File: src/rtl/mandelbrot_pkg.sv
// Shared types and default widths for the Mandelbrot core and its frame dispatcher.
package mandelbrot_pkg;

    localparam int DEF_INTEGER_BITS    = 8;
    localparam int DEF_FRACTIONAL_BITS = 24;
    localparam int DEF_MAX_ITER_WIDTH  = 16;
    localparam int DEF_COL_WIDTH       = 11;
    localparam int DEF_ROW_WIDTH       = 10;

    localparam logic [1:0] ST_IDLE  = 2'd0;
    localparam logic [1:0] ST_ISSUE = 2'd1;
    localparam logic [1:0] ST_WAIT  = 2'd2;
    localparam logic [1:0] ST_DRAIN = 2'd3;

    typedef enum logic [1:0] {
        S_IDLE  = ST_IDLE,
        S_ISSUE = ST_ISSUE,
        S_WAIT  = ST_WAIT,
        S_DRAIN = ST_DRAIN
    } disp_state_t;

endpackage

File: src/rtl/mandelbrot_pixel_coord_gen.sv
// Raster-order pixel walker: column/row counters, x/y coordinate accumulators and
// first/last pixel flags. Frame geometry is captured on init and held for the frame.
module pixel_coord_gen
    import mandelbrot_pkg::*;
#(
    parameter int DATA_WIDTH = DEF_INTEGER_BITS + DEF_FRACTIONAL_BITS,
    parameter int COL_WIDTH  = DEF_COL_WIDTH,
    parameter int ROW_WIDTH  = DEF_ROW_WIDTH
) (
    input  logic                         clk_i,
    input  logic                         rst_i,
    input  logic                         init_i,
    input  logic                         advance_i,
    input  logic [COL_WIDTH-1:0]         width_i,
    input  logic [ROW_WIDTH-1:0]         height_i,
    input  logic signed [DATA_WIDTH-1:0] x_start_i,
    input  logic signed [DATA_WIDTH-1:0] y_start_i,
    input  logic signed [DATA_WIDTH-1:0] x_step_i,
    input  logic signed [DATA_WIDTH-1:0] y_step_i,
    output logic signed [DATA_WIDTH-1:0] x_o,
    output logic signed [DATA_WIDTH-1:0] y_o,
    output logic                         sof_o,
    output logic                         last_o
);

    localparam logic [COL_WIDTH-1:0] COL_ONE = {{(COL_WIDTH-1){1'b0}}, 1'b1};
    localparam logic [ROW_WIDTH-1:0] ROW_ONE = {{(ROW_WIDTH-1){1'b0}}, 1'b1};

    logic [COL_WIDTH-1:0]         col_q, col_d, width_q, width_d;
    logic [ROW_WIDTH-1:0]         row_q, row_d, height_q, height_d;
    logic signed [DATA_WIDTH-1:0] x_q, x_d, y_q, y_d;
    logic signed [DATA_WIDTH-1:0] x_start_q, x_start_d, x_step_q, x_step_d, y_step_q, y_step_d;
    logic                         col_last;
    logic                         row_last;

    assign col_last = (col_q == (width_q - COL_ONE));
    assign row_last = (row_q == (height_q - ROW_ONE));

    always_comb begin
        col_d     = col_q;
        row_d     = row_q;
        x_d       = x_q;
        y_d       = y_q;
        width_d   = width_q;
        height_d  = height_q;
        x_start_d = x_start_q;
        x_step_d  = x_step_q;
        y_step_d  = y_step_q;
        if (init_i) begin
            col_d     = '0;
            row_d     = '0;
            x_d       = x_start_i;
            y_d       = y_start_i;
            width_d   = width_i;
            height_d  = height_i;
            x_start_d = x_start_i;
            x_step_d  = x_step_i;
            y_step_d  = y_step_i;
        end else if (advance_i) begin
            // Row wrap reloads x from the latched start so rounding never accumulates across rows.
            if (!col_last) begin
                col_d = col_q + COL_ONE;
                x_d   = x_q + x_step_q;
            end else begin
                col_d = '0;
                x_d   = x_start_q;
                row_d = row_q + ROW_ONE;
                y_d   = y_q + y_step_q;
            end
        end
    end

    always_ff @(posedge clk_i or posedge rst_i) begin
        if (rst_i) begin
            col_q     <= '0;
            row_q     <= '0;
            x_q       <= '0;
            y_q       <= '0;
            width_q   <= '0;
            height_q  <= '0;
            x_start_q <= '0;
            x_step_q  <= '0;
            y_step_q  <= '0;
        end else begin
            col_q     <= col_d;
            row_q     <= row_d;
            x_q       <= x_d;
            y_q       <= y_d;
            width_q   <= width_d;
            height_q  <= height_d;
            x_start_q <= x_start_d;
            x_step_q  <= x_step_d;
            y_step_q  <= y_step_d;
        end
    end

    assign x_o    = x_q;
    assign y_o    = y_q;
    assign sof_o  = (col_q == '0) && (row_q == '0);
    assign last_o = col_last && row_last;

endmodule

File: src/rtl/mandelbrot_dispatcher.sv
// Frame-level initiator for a single mandelbrotCore: issues one pixel at a time and
// streams iteration counts out through a one-entry valid/ready register.
//
//   state | meaning
//   IDLE  | waiting for start_i; zero-sized frames complete here
//   ISSUE | core_start_o high for the current pixel
//   WAIT  | waiting for core done and a free output slot
//   DRAIN | last result captured, waiting for it to be accepted
module mandelbrot_dispatcher
    import mandelbrot_pkg::*;
#(
    parameter int INTEGER_BITS    = DEF_INTEGER_BITS,
    parameter int FRACTIONAL_BITS = DEF_FRACTIONAL_BITS,
    parameter int DATA_WIDTH      = INTEGER_BITS + FRACTIONAL_BITS,
    parameter int MAX_ITER_WIDTH  = DEF_MAX_ITER_WIDTH,
    parameter int COL_WIDTH       = DEF_COL_WIDTH,
    parameter int ROW_WIDTH       = DEF_ROW_WIDTH
) (
    input  logic                         clk_i,
    input  logic                         rst_i,
    input  logic                         start_i,
    input  logic [COL_WIDTH-1:0]         width_i,
    input  logic [ROW_WIDTH-1:0]         height_i,
    input  logic signed [DATA_WIDTH-1:0] x_start_i,
    input  logic signed [DATA_WIDTH-1:0] y_start_i,
    input  logic signed [DATA_WIDTH-1:0] x_step_i,
    input  logic signed [DATA_WIDTH-1:0] y_step_i,
    input  logic [MAX_ITER_WIDTH-1:0]    max_iter_i,
    output logic                         core_start_o,
    output logic signed [DATA_WIDTH-1:0] core_x0_o,
    output logic signed [DATA_WIDTH-1:0] core_y0_o,
    output logic [MAX_ITER_WIDTH-1:0]    core_max_iter_o,
    input  logic [MAX_ITER_WIDTH-1:0]    core_iter_i,
    input  logic                         core_done_i,
    output logic                         res_valid_o,
    input  logic                         res_ready_i,
    output logic [MAX_ITER_WIDTH-1:0]    res_iter_o,
    output logic                         res_sof_o,
    output logic                         res_last_o,
    output logic                         busy_o,
    output logic                         frame_done_o
);

    disp_state_t                 state_q, state_d;
    logic [MAX_ITER_WIDTH-1:0]   max_iter_q, max_iter_d;
    logic                        core_start_q, core_start_d;
    logic                        frame_done_q, frame_done_d;
    logic                        res_valid_q, res_valid_d;
    logic [MAX_ITER_WIDTH-1:0]   res_iter_q, res_iter_d;
    logic                        res_sof_q, res_sof_d;
    logic                        res_last_q, res_last_d;
    logic                        gen_init;
    logic                        gen_advance;
    logic                        pix_sof;
    logic                        pix_last;
    logic                        slot_free;
    logic                        capture;

    pixel_coord_gen #(
        .DATA_WIDTH (DATA_WIDTH),
        .COL_WIDTH  (COL_WIDTH),
        .ROW_WIDTH  (ROW_WIDTH)
    ) u_coord (
        .clk_i      (clk_i),
        .rst_i      (rst_i),
        .init_i     (gen_init),
        .advance_i  (gen_advance),
        .width_i    (width_i),
        .height_i   (height_i),
        .x_start_i  (x_start_i),
        .y_start_i  (y_start_i),
        .x_step_i   (x_step_i),
        .y_step_i   (y_step_i),
        .x_o        (core_x0_o),
        .y_o        (core_y0_o),
        .sof_o      (pix_sof),
        .last_o     (pix_last)
    );

    // A full slot that is being accepted this cycle can take a new result on the same edge.
    assign slot_free = !res_valid_q || res_ready_i;
    assign capture   = (state_q == S_WAIT) && core_done_i && slot_free;

    always_comb begin
        state_d      = state_q;
        max_iter_d   = max_iter_q;
        core_start_d = 1'b0;
        frame_done_d = 1'b0;
        res_valid_d  = res_valid_q;
        res_iter_d   = res_iter_q;
        res_sof_d    = res_sof_q;
        res_last_d   = res_last_q;
        gen_init     = 1'b0;
        gen_advance  = 1'b0;

        if (res_valid_q && res_ready_i) begin
            res_valid_d = 1'b0;
        end

        case (state_q)
            S_IDLE: begin
                if (start_i) begin
                    gen_init   = 1'b1;
                    max_iter_d = max_iter_i;
                    if ((width_i == '0) || (height_i == '0)) begin
                        frame_done_d = 1'b1;
                    end else begin
                        state_d      = S_ISSUE;
                        core_start_d = 1'b1;
                    end
                end
            end
            S_ISSUE: begin
                state_d = S_WAIT;
            end
            S_WAIT: begin
                if (capture) begin
                    res_valid_d = 1'b1;
                    res_iter_d  = core_iter_i;
                    res_sof_d   = pix_sof;
                    res_last_d  = pix_last;
                    if (pix_last) begin
                        state_d = S_DRAIN;
                    end else begin
                        gen_advance  = 1'b1;
                        state_d      = S_ISSUE;
                        core_start_d = 1'b1;
                    end
                end
            end
            S_DRAIN: begin
                if (res_valid_q && res_ready_i) begin
                    frame_done_d = 1'b1;
                    state_d      = S_IDLE;
                end
            end
            default: begin
                state_d = S_IDLE;
            end
        endcase
    end

    always_ff @(posedge clk_i or posedge rst_i) begin
        if (rst_i) begin
            state_q      <= S_IDLE;
            max_iter_q   <= '0;
            core_start_q <= 1'b0;
            frame_done_q <= 1'b0;
            res_valid_q  <= 1'b0;
            res_iter_q   <= '0;
            res_sof_q    <= 1'b0;
            res_last_q   <= 1'b0;
        end else begin
            state_q      <= state_d;
            max_iter_q   <= max_iter_d;
            core_start_q <= core_start_d;
            frame_done_q <= frame_done_d;
            res_valid_q  <= res_valid_d;
            res_iter_q   <= res_iter_d;
            res_sof_q    <= res_sof_d;
            res_last_q   <= res_last_d;
        end
    end

    assign core_start_o    = core_start_q;
    assign core_max_iter_o = max_iter_q;
    assign res_valid_o     = res_valid_q;
    assign res_iter_o      = res_iter_q;
    assign res_sof_o       = res_sof_q;
    assign res_last_o      = res_last_q;
    assign busy_o          = (state_q != S_IDLE);
    assign frame_done_o    = frame_done_q;

endmodule
File: config.mk
export PLATFORM = sky130hd
export DESIGN_NAME = mandelbrot_dispatcher
export DESIGN_NICKNAME = d
export VERILOG_FILES = /design/src/rtl/mandelbrot_pkg.sv /design/src/rtl/mandelbrot_pixel_coord_gen.sv /design/src/rtl/mandelbrot_dispatcher.sv
export SDC_FILE = /design/constraint.sdc
export NUM_CORES = 1
export LEC_CHECK = 0
export ABC_AREA = 0
export BUFFER_PORTS_ARGS = -buffer_cell sky130_fd_sc_hd__buf_2
export CAP_MARGIN = 0
export CORE_ASPECT_RATIO = 1.25
export CORE_MARGIN = 10
export CORE_UTILIZATION = 41
export CTS_CLUSTER_SIZE = 16
export DETAILED_ROUTE_END_ITERATION = 16
export MAX_ROUTING_LAYER = met4
export PLACE_DENSITY = 0.72
export SLEW_MARGIN = 10
export SYNTH_ARGS = -nofsm -noshare
export SYNTH_HDL_FRONTEND = slang
export SYNTH_SLANG_ARGS = --single-unit
File: constraint.sdc
create_clock -name clk_i -period 12.4 [get_ports clk_i]
set_clock_uncertainty 0.15 [all_clocks]
set_input_delay 0.62 -clock clk_i [delete_from_list [all_inputs] [get_ports clk_i]]
set_output_delay 0.62 -clock clk_i [all_outputs]
set_load 0.005 [all_outputs]
==> impl_metrics.yaml, run 1 <==
timing:
  hold_viol: 0
  finalCriticalPeriod_ns: 4.693
  max_freq_mhz: 213.1
  post-route-period-util: 0.3784
  slew_headroom: 0.2647
  setup_tns_ns: 0
  setup_ws_ns: 7.707
  rsz0062_at_grt: "no"
  slew_viol_final: 0
  setup_viol: 0
  worstMarginPinSlew_ns: 1.099
worst_setup_path:
  crit_path_end: "u_coord.col_q[3]$_DFFE_PP0P_"
  rr_worst_depth: 11
  crit_fanout: 46
  timing.rr.start: "u_coord.width_q[0]$_DFFE_PP0P_"
  timing.rr.end: "u_coord.col_q[3]$_DFFE_PP0P_"
  ff2ff_setup_slack_ns: 7.71
  arrival_ns: 4.99
  startpoint: "u_coord.width_q[0]$_DFFE_PP0P_"
  crit_type: "reg2reg"
  required_ns: 12.70
  crit_path_end_kind: "register"
  cp-start-kind: "register"
yosys:
  synth_compound_area_frac: 0.1550
  synthAdderAreaFrac: 0.06535
  yosys_warnings: 0
  synth-seq-area-share: 0.4245
  synth_cells: 1734
  synthArstFlopShare: 1.000
  ys_top_cells_by_area: "dfrtp_1 (42%), nand2_1 (14%), ha_1 (6.3%), a21oi_1 (3.5%), nor2_1 (3.2%)"
  synth_top_family_by_area: "simple AND/OR/NAND/NOR gates"
  synth_edf_count: 0
  synth.mux.area_fraction: 0.01136
  synth-xor-area-share: 0.04686
  ys.flop_type: "dfrtp_1"
  synth_area_leader_cell: "dfrtp_1"
  synth_top_area_frac: 0.4245
  synth_fp_nets: 1993
  synthSimpleGateAreaFrac: 0.2590
  synthesis.area_um2: 14210
  yosysUniqueCellTypes: 74
  synth-seq-cells: 241
  syn_area_per_cell_um2: 8.193
cells_and_area:
  layout_commonest_cell: "nand2_1"
  final_cell_mix: "nand2_1 (537), buf_2 (287), dfrtp_1 (241)"
  syn2layout_area_growth_pct: 19.20
  final_layout_size_suffix_gt1_frac: 0.1814
  stdcell_area_um2: 16930
  nets: 2227
global_route:
  grt_pass1_wl_mm: 67.65
  grt_remaining_overflow: 0
  grt_max_degree: 114
  grt_util_all_layers: 0.1943
  antenna_found_initial: 10
  grt_pass1_vias: 13050
routing:
  ant_nets: 0
  vias_per_cell: 5.272
  wl_per_cell_um: 17.06
  routed_wl_mm: 42.03
  drc: 0
  drt-initial-drc-count: 807
  vias: 12990
  first_pass_iters: 5
pwr:
  ir_drop_mv: 0.1627
  powerDensity_nw_per_um2: 281.6
  total_power_mw: 4.769
  power_leakage_nw: 8.695
placement:
  io_buffers: 287
  hpwlAfterDp_mm: 30.82
  placed_cell_area_um2: 15950
  dp_slack_ns: 7.709
  gp_congestion: 0.9252
floorplanning:
  die_w_um: 186.5
  coreArea_um2: 34330
  rows: 76
  die-area_um2: 42540
  initial_core_util: 0.4138
  io_pins: 288
  die_y_um: 228.1
clock_network:
  cts_resized: 0
  clock_latency_ns: 0.55
  cts_setup_buffers: 0
  cts_buffers: 27
  clk_path_buf_depth: 3
  ctsHoldBuffers: 0
  cts_sinks: 241
  h-tree-depth: 1
  path_clk_slew_ns: 0.06
  cts_tree: "yes"
  clockRootBuffer: "clkbuf_16"
run_status:
  status: "finished clean"
flow_run:
  drv_cap: 0
min_path:
  hold_class: "in2async"
## critical path, cell delays in order (launching register included)
cell     delay, ns
dfrtp_1       0.41
inv_1         0.09
ha_1          0.20
or4b_4        0.51
or4_1         0.46
o32a_1        0.41
or4_4         0.74
o21ai_4       0.59
buf_4         0.52
and2_1        0.27
o21ai_0       0.10
o21ai_0       0.10
## report_power, final
part	internal (mW)	switching [mW]	total (mW)
logic	1.03	1.45	2.48
registers	1.13	0.288	1.42
clock network	0.548	0.326	0.873
## layer usage
metal / vias to the layer above / global-route usage / routed length, um
met3: 59 / 0.03846 / 2658
li1: 6402 / - / -
met2: 384 / 0.3293 / 20670
met4: 0 / 0.05679 / 966
met1: 6141 / 0.2295 / 17730
met5: - / - / 0
## metrics by stage
| step | hold slack (ns) | utilization | instances |
|---|---|---|---|
| final | 0.06497 | 0.4933 | 2463 |
| after global routing | 0.09453 | 0.4933 | 2463 |
| after CTS | 0.07357 | 0.4926 | 2453 |
| after detailed placement | 0.3063 | 0.4645 | 2407 |
| after global placement | 0.3017 | 0.4645 | 2407 |
| after floorplan | 0.2898 | - | 1734 |
## synth_stat cells (20+ instances only)
library cell  instances
o31ai_1              20
nand3_1              35
ha_1                 71
a211oi_1             20
nand2b_1             20
nand2_1             538
xor2_1               45
a21o_1               27
inv_1                39
nor3_1               27
a31oi_1              23
dfrtp_1             241
clkbuf_1             67
a21oi_1              99
o21ai_0              76
nor2_1              120
xnor2_1              31
## registers in the layout (all words and copies together) (netlist names), 2 cells and up
register           cells
core_max_iter_o       16
res_iter_o            16
state_q                2
u_coord.col_q         11
u_coord.height_q      10
u_coord.row_q         10
u_coord.width_q       11
u_coord.x_o           32
u_coord.x_start_q     32
u_coord.x_step_q      32
u_coord.y_o           32
u_coord.y_step_q      32
## cells by family after synthesis
kind of cell | count (synthesis)
compound gates | 345
xor+xnor | 76
fa+ha+maj | 73
buf+inv | 131
flops | 241
mux | 16
simple gates | 852
## final cells by class
cell class	instances	area (um2)
Clock inverter	6	158.9
Sequential cell	241	6031
Timing Repair Buffer	297	1511
Inverter	39	153.9
Antenna cell	10	25.02
Clock buffer	40	804.5
Fill cell	3339	17390
Multi-Input combinational cell	1362	7664
Tap cell	468	585.6
## worst min-delay path by stage
stage,endpoint,slack (ns),depth (start not counted),start
floorplan,u_coord.x_start_q[26]$_DFFE_PP0P_,0.29,2,u_coord.x_start_q[26]$_DFFE_PP0P_
global placement,res_iter_o[11]$_DFFE_PP0P_,0.30,2,res_iter_o[11]$_DFFE_PP0P_
detailed placement,res_iter_o[8]$_DFFE_PP0P_,0.31,2,res_iter_o[8]$_DFFE_PP0P_
CTS,u_coord.x_step_q[13]$_DFFE_PP0P_,0.07,3,x_step_i[13]
global route,core_max_iter_o[3]$_DFFE_PP0P_,0.09,3,max_iter_i[3]
finish,u_coord.x_start_q[4]$_DFFE_PP0P_,0.06,2,rst_i
Power figures use the tool's default switching activity.
==> run 2: changes to the inputs <==
--- a/config.mk
+++ b/config.mk
@@ -5,7 +5,7 @@
 export SDC_FILE = /design/constraint.sdc
 export NUM_CORES = 1
 export LEC_CHECK = 0
-export ABC_AREA = 0
+export ABC_AREA = 1
 export BUFFER_PORTS_ARGS = -buffer_cell sky130_fd_sc_hd__buf_2
 export CAP_MARGIN = 0
 export CORE_ASPECT_RATIO = 1.25
@@ -14,7 +14,7 @@
 export CTS_CLUSTER_SIZE = 16
 export DETAILED_ROUTE_END_ITERATION = 16
 export MAX_ROUTING_LAYER = met4
-export PLACE_DENSITY = 0.72
+export PLACE_DENSITY = 0.74
 export SLEW_MARGIN = 10
 export SYNTH_ARGS = -nofsm -noshare
 export SYNTH_HDL_FRONTEND = slang
==> constraint.sdc (replaced) <==
create_clock -name clk_i -period 3.8 [get_ports clk_i]
set_clock_uncertainty 0.15 [all_clocks]
set_input_delay 0.19 -clock clk_i [delete_from_list [all_inputs] [get_ports clk_i]]
set_output_delay 0.19 -clock clk_i [all_outputs]
set_load 0.005 [all_outputs]
==> impl_metrics.yaml, run 2 <==
run_status:
  status: "finished clean"
routing:
  routed_wl_mm: 54.96
  first_pass_iters: 5
  drc: 0
  drt-initial-drc-count: 1057
  wl_per_cell_um: 16.37
  vias_per_cell: 5.071
  vias: 17020
  ant_nets: 0
global_route:
  grt_pass1_wl_mm: 88.64
  grt_use_met1: 0.2592
  met2_usage: 0.4206
  grt_pass1_vias: 17210
  grt_max_degree: 99
  grt_util_all_layers: 0.2337
  grt_remaining_overflow: 0
  antenna_found_initial: 3
  use_met3: 0.02742
  busiest_layer: "met2"
timing:
  worstMarginPinSlew_ns: 0.8764
  hold_viol: 0
  slew_headroom: 0.4157
  setup_tns_ns: 0
  rsz0062_at_grt: "no"
  setup_ws_ns: 0.5200
  slew_viol_final: 0
  setup_viol: 0
  finalCriticalPeriod_ns: 3.280
  post-route-period-util: 0.8632
  max_freq_mhz: 304.9
cells_and_area:
  layout_commonest_cell: "nand2_1"
  final_cell_mix: "nand2_1 (1,142), buf_2 (287), dfrtp_1 (241)"
  nets: 3098
  final_layout_size_suffix_gt1_frac: 0.1333
  syn2layout_area_growth_pct: 29.94
  final_util: 0.5398
yosys:
  yosys-top-cells-count: "nand2_1 (1,143), dfrtp_1 (241), inv_1 (222)"
  ys_top_cells_by_area: "dfrtp_1 (38%), nand2_1 (27%), ha_1 (5.6%), nand3_1 (5.3%), inv_1 (5.3%)"
  synthesis.area_um2: 15840
  synth_top_area_frac: 0.3807
  synth_cells: 2390
  synthArstFlopShare: 1.000
  ys.flop_type: "dfrtp_1"
  synth_area_leader_cell: "dfrtp_1"
  synth_edf_count: 0
  yosys.cell_count.top_type: "nand2_1"
  syn_area_per_cell_um2: 6.628
  yosysUniqueCellTypes: 36
  synth-seq-area-share: 0.3807
  synth_fp_nets: 2649
  yosys_warnings: 0
  synth-seq-cells: 241
floorplanning:
  initial_core_util: 0.4154
  rows: 80
  die-area_um2: 46950
  die_w_um: 195.8
  die_y_um: 239.8
  io_pins: 288
  coreArea_um2: 38140
pwr:
  power_leakage_nw: 11.65
  p_clk_frac: 0.497
  swShare: 0.2173
  total_power_mw: 5.738
  ir_drop_mv: 0.2901
  switchingPower_mw: 1.247
  p_comb_frac: 0.056
  powerDensity_nw_per_um2: 278.8
  internal-power_mw: 4.491
  pwr-share-seq: 0.447
placement:
  gp_congestion: 1.005
  hpwlAfterDp_mm: 39.75
  io_buffers: 287
  dp_slack_ns: 0.5522
clock_network:
  clockRootBuffer: "clkbuf_16"
  cts_setup_buffers: 0
  h-tree-depth: 1
  cts_tree: "yes"
  cts_resized: 0
  cts_sinks: 241
  cts_buffers: 26
  ctsHoldBuffers: 186
  clk_path_buf_depth: 3
  path_clk_slew_ns: 0.07
  clock_latency_ns: 0.56
worst_setup_path:
  required_ns: 4.09
  crit_type: "reg2reg"
  cp-start-kind: "register"
  crit_path_end_kind: "register"
  crit_fanout: 19
  arrival_ns: 3.57
flow_run:
  drv_cap: 0
min_path:
  hold_class: "in2async"
==> run 2: cell types whose count changed after synthesis, sizes merged, moves of 21 or more <==
cell	previous run	this run
inv	39	224
nand2	539	1152
a21o	27	1
a31oi	23	2
nand3	35	172
nor2	120	157
a21oi	99	58
xor2	45	22
o21ai	79	107
==> run 2: kinds of logic after synthesis <==
group,count (synthesis),share of synthesized area
simple gates,1548,0.3967
buf+inv,297,0.07614
flops,241,0.3807
compound gates,179,0.05916
fa+ha+maj,73,0.05861
xor+xnor,52,0.02875
==> run 2: worst paths after layout <==
kind,startpoint,endpoint,slack (ns),cells past startpoint
setup / recovery,u_coord.width_q[0]$_DFFE_PP0P_,u_coord.x_o[31]$_DFFE_PP0P_,0.52,16
hold / removal,rst_i,u_coord.width_q[5]$_DFFE_PP0P_,0.11,3
setup reg to reg,u_coord.width_q[0]$_DFFE_PP0P_,u_coord.x_o[31]$_DFFE_PP0P_,0.52,16
hold reg to reg,u_coord.x_start_q[25]$_DFFE_PP0P_,u_coord.x_start_q[25]$_DFFE_PP0P_,0.33,2
max in group asynchronous,rst_i,core_max_iter_o[10]$_DFFE_PP0P_,2.41,4
min in group clk_i,y_step_i[27],u_coord.y_step_q[27]$_DFFE_PP0P_,0.21,4
==> run 2: worst max-delay path: stages, from the launching register on <==
cell     delay [ns]
dfrtp_1        0.39
inv_1          0.17
ha_1           0.33
nand2_1        0.12
nor2_1         0.15
nand2_1        0.09
nand3_1        0.10
nand2_2        0.09
nor2_2         0.14
nand3_2        0.38
nand2_2        0.40
buf_4          0.32
nand2_1        0.08
nand2_1        0.07
nand2_1        0.05
nand2_1        0.05
nand2_1        0.05
==> run 2: layout make-up <==
cell class / instances / area, um2
Antenna cell: 6 / 15.01
Sequential cell: 241 / 6031
Tap cell: 492 / 615.6
Clock buffer: 32 / 703.2
Multi-Input combinational cell: 1852 / 8621
Clock inverter: 16 / 255.2
Timing Repair Buffer: 493 / 3486
Fill cell: 3521 / 17550
Inverter: 225 / 858.3
==> run 2: stage by stage <==
| stage | cell area (um2) | std cells | hold WS [ns] |
|---|---|---|---|
| CTS | 20570 | 3351 | 0.1172 |
| floorplan | 15850 | 2390 | 0.1496 |
| global route | 20580 | 3354 | 0.1597 |
| global placement | 17750 | 3117 | 0.1602 |
| finish | 20580 | 3357 | 0.1082 |
| detailed placement | 17750 | 3117 | 0.1660 |
==> run 2: metal layers <==
layer / wire length, um / vias up
li1: - / 8389
met2: 28860 / 523
met1: 21790 / 7987
met4: 1913 / 0
met3: 2397 / 124
met5: 0 / -
==> run 2: power groups by stage <==
stage,logic (mW),clock network [mW],registers [mW]
2_1_floorplan,0.0394,0,2.61
3_3_place_gp,0.161,0,2.61
3_5_place_dp,0.163,0,2.61
4_1_cts,0.314,2.91,2.57
5_1_grt,0.347,3.02,2.56
6_report,0.319,2.85,2.57
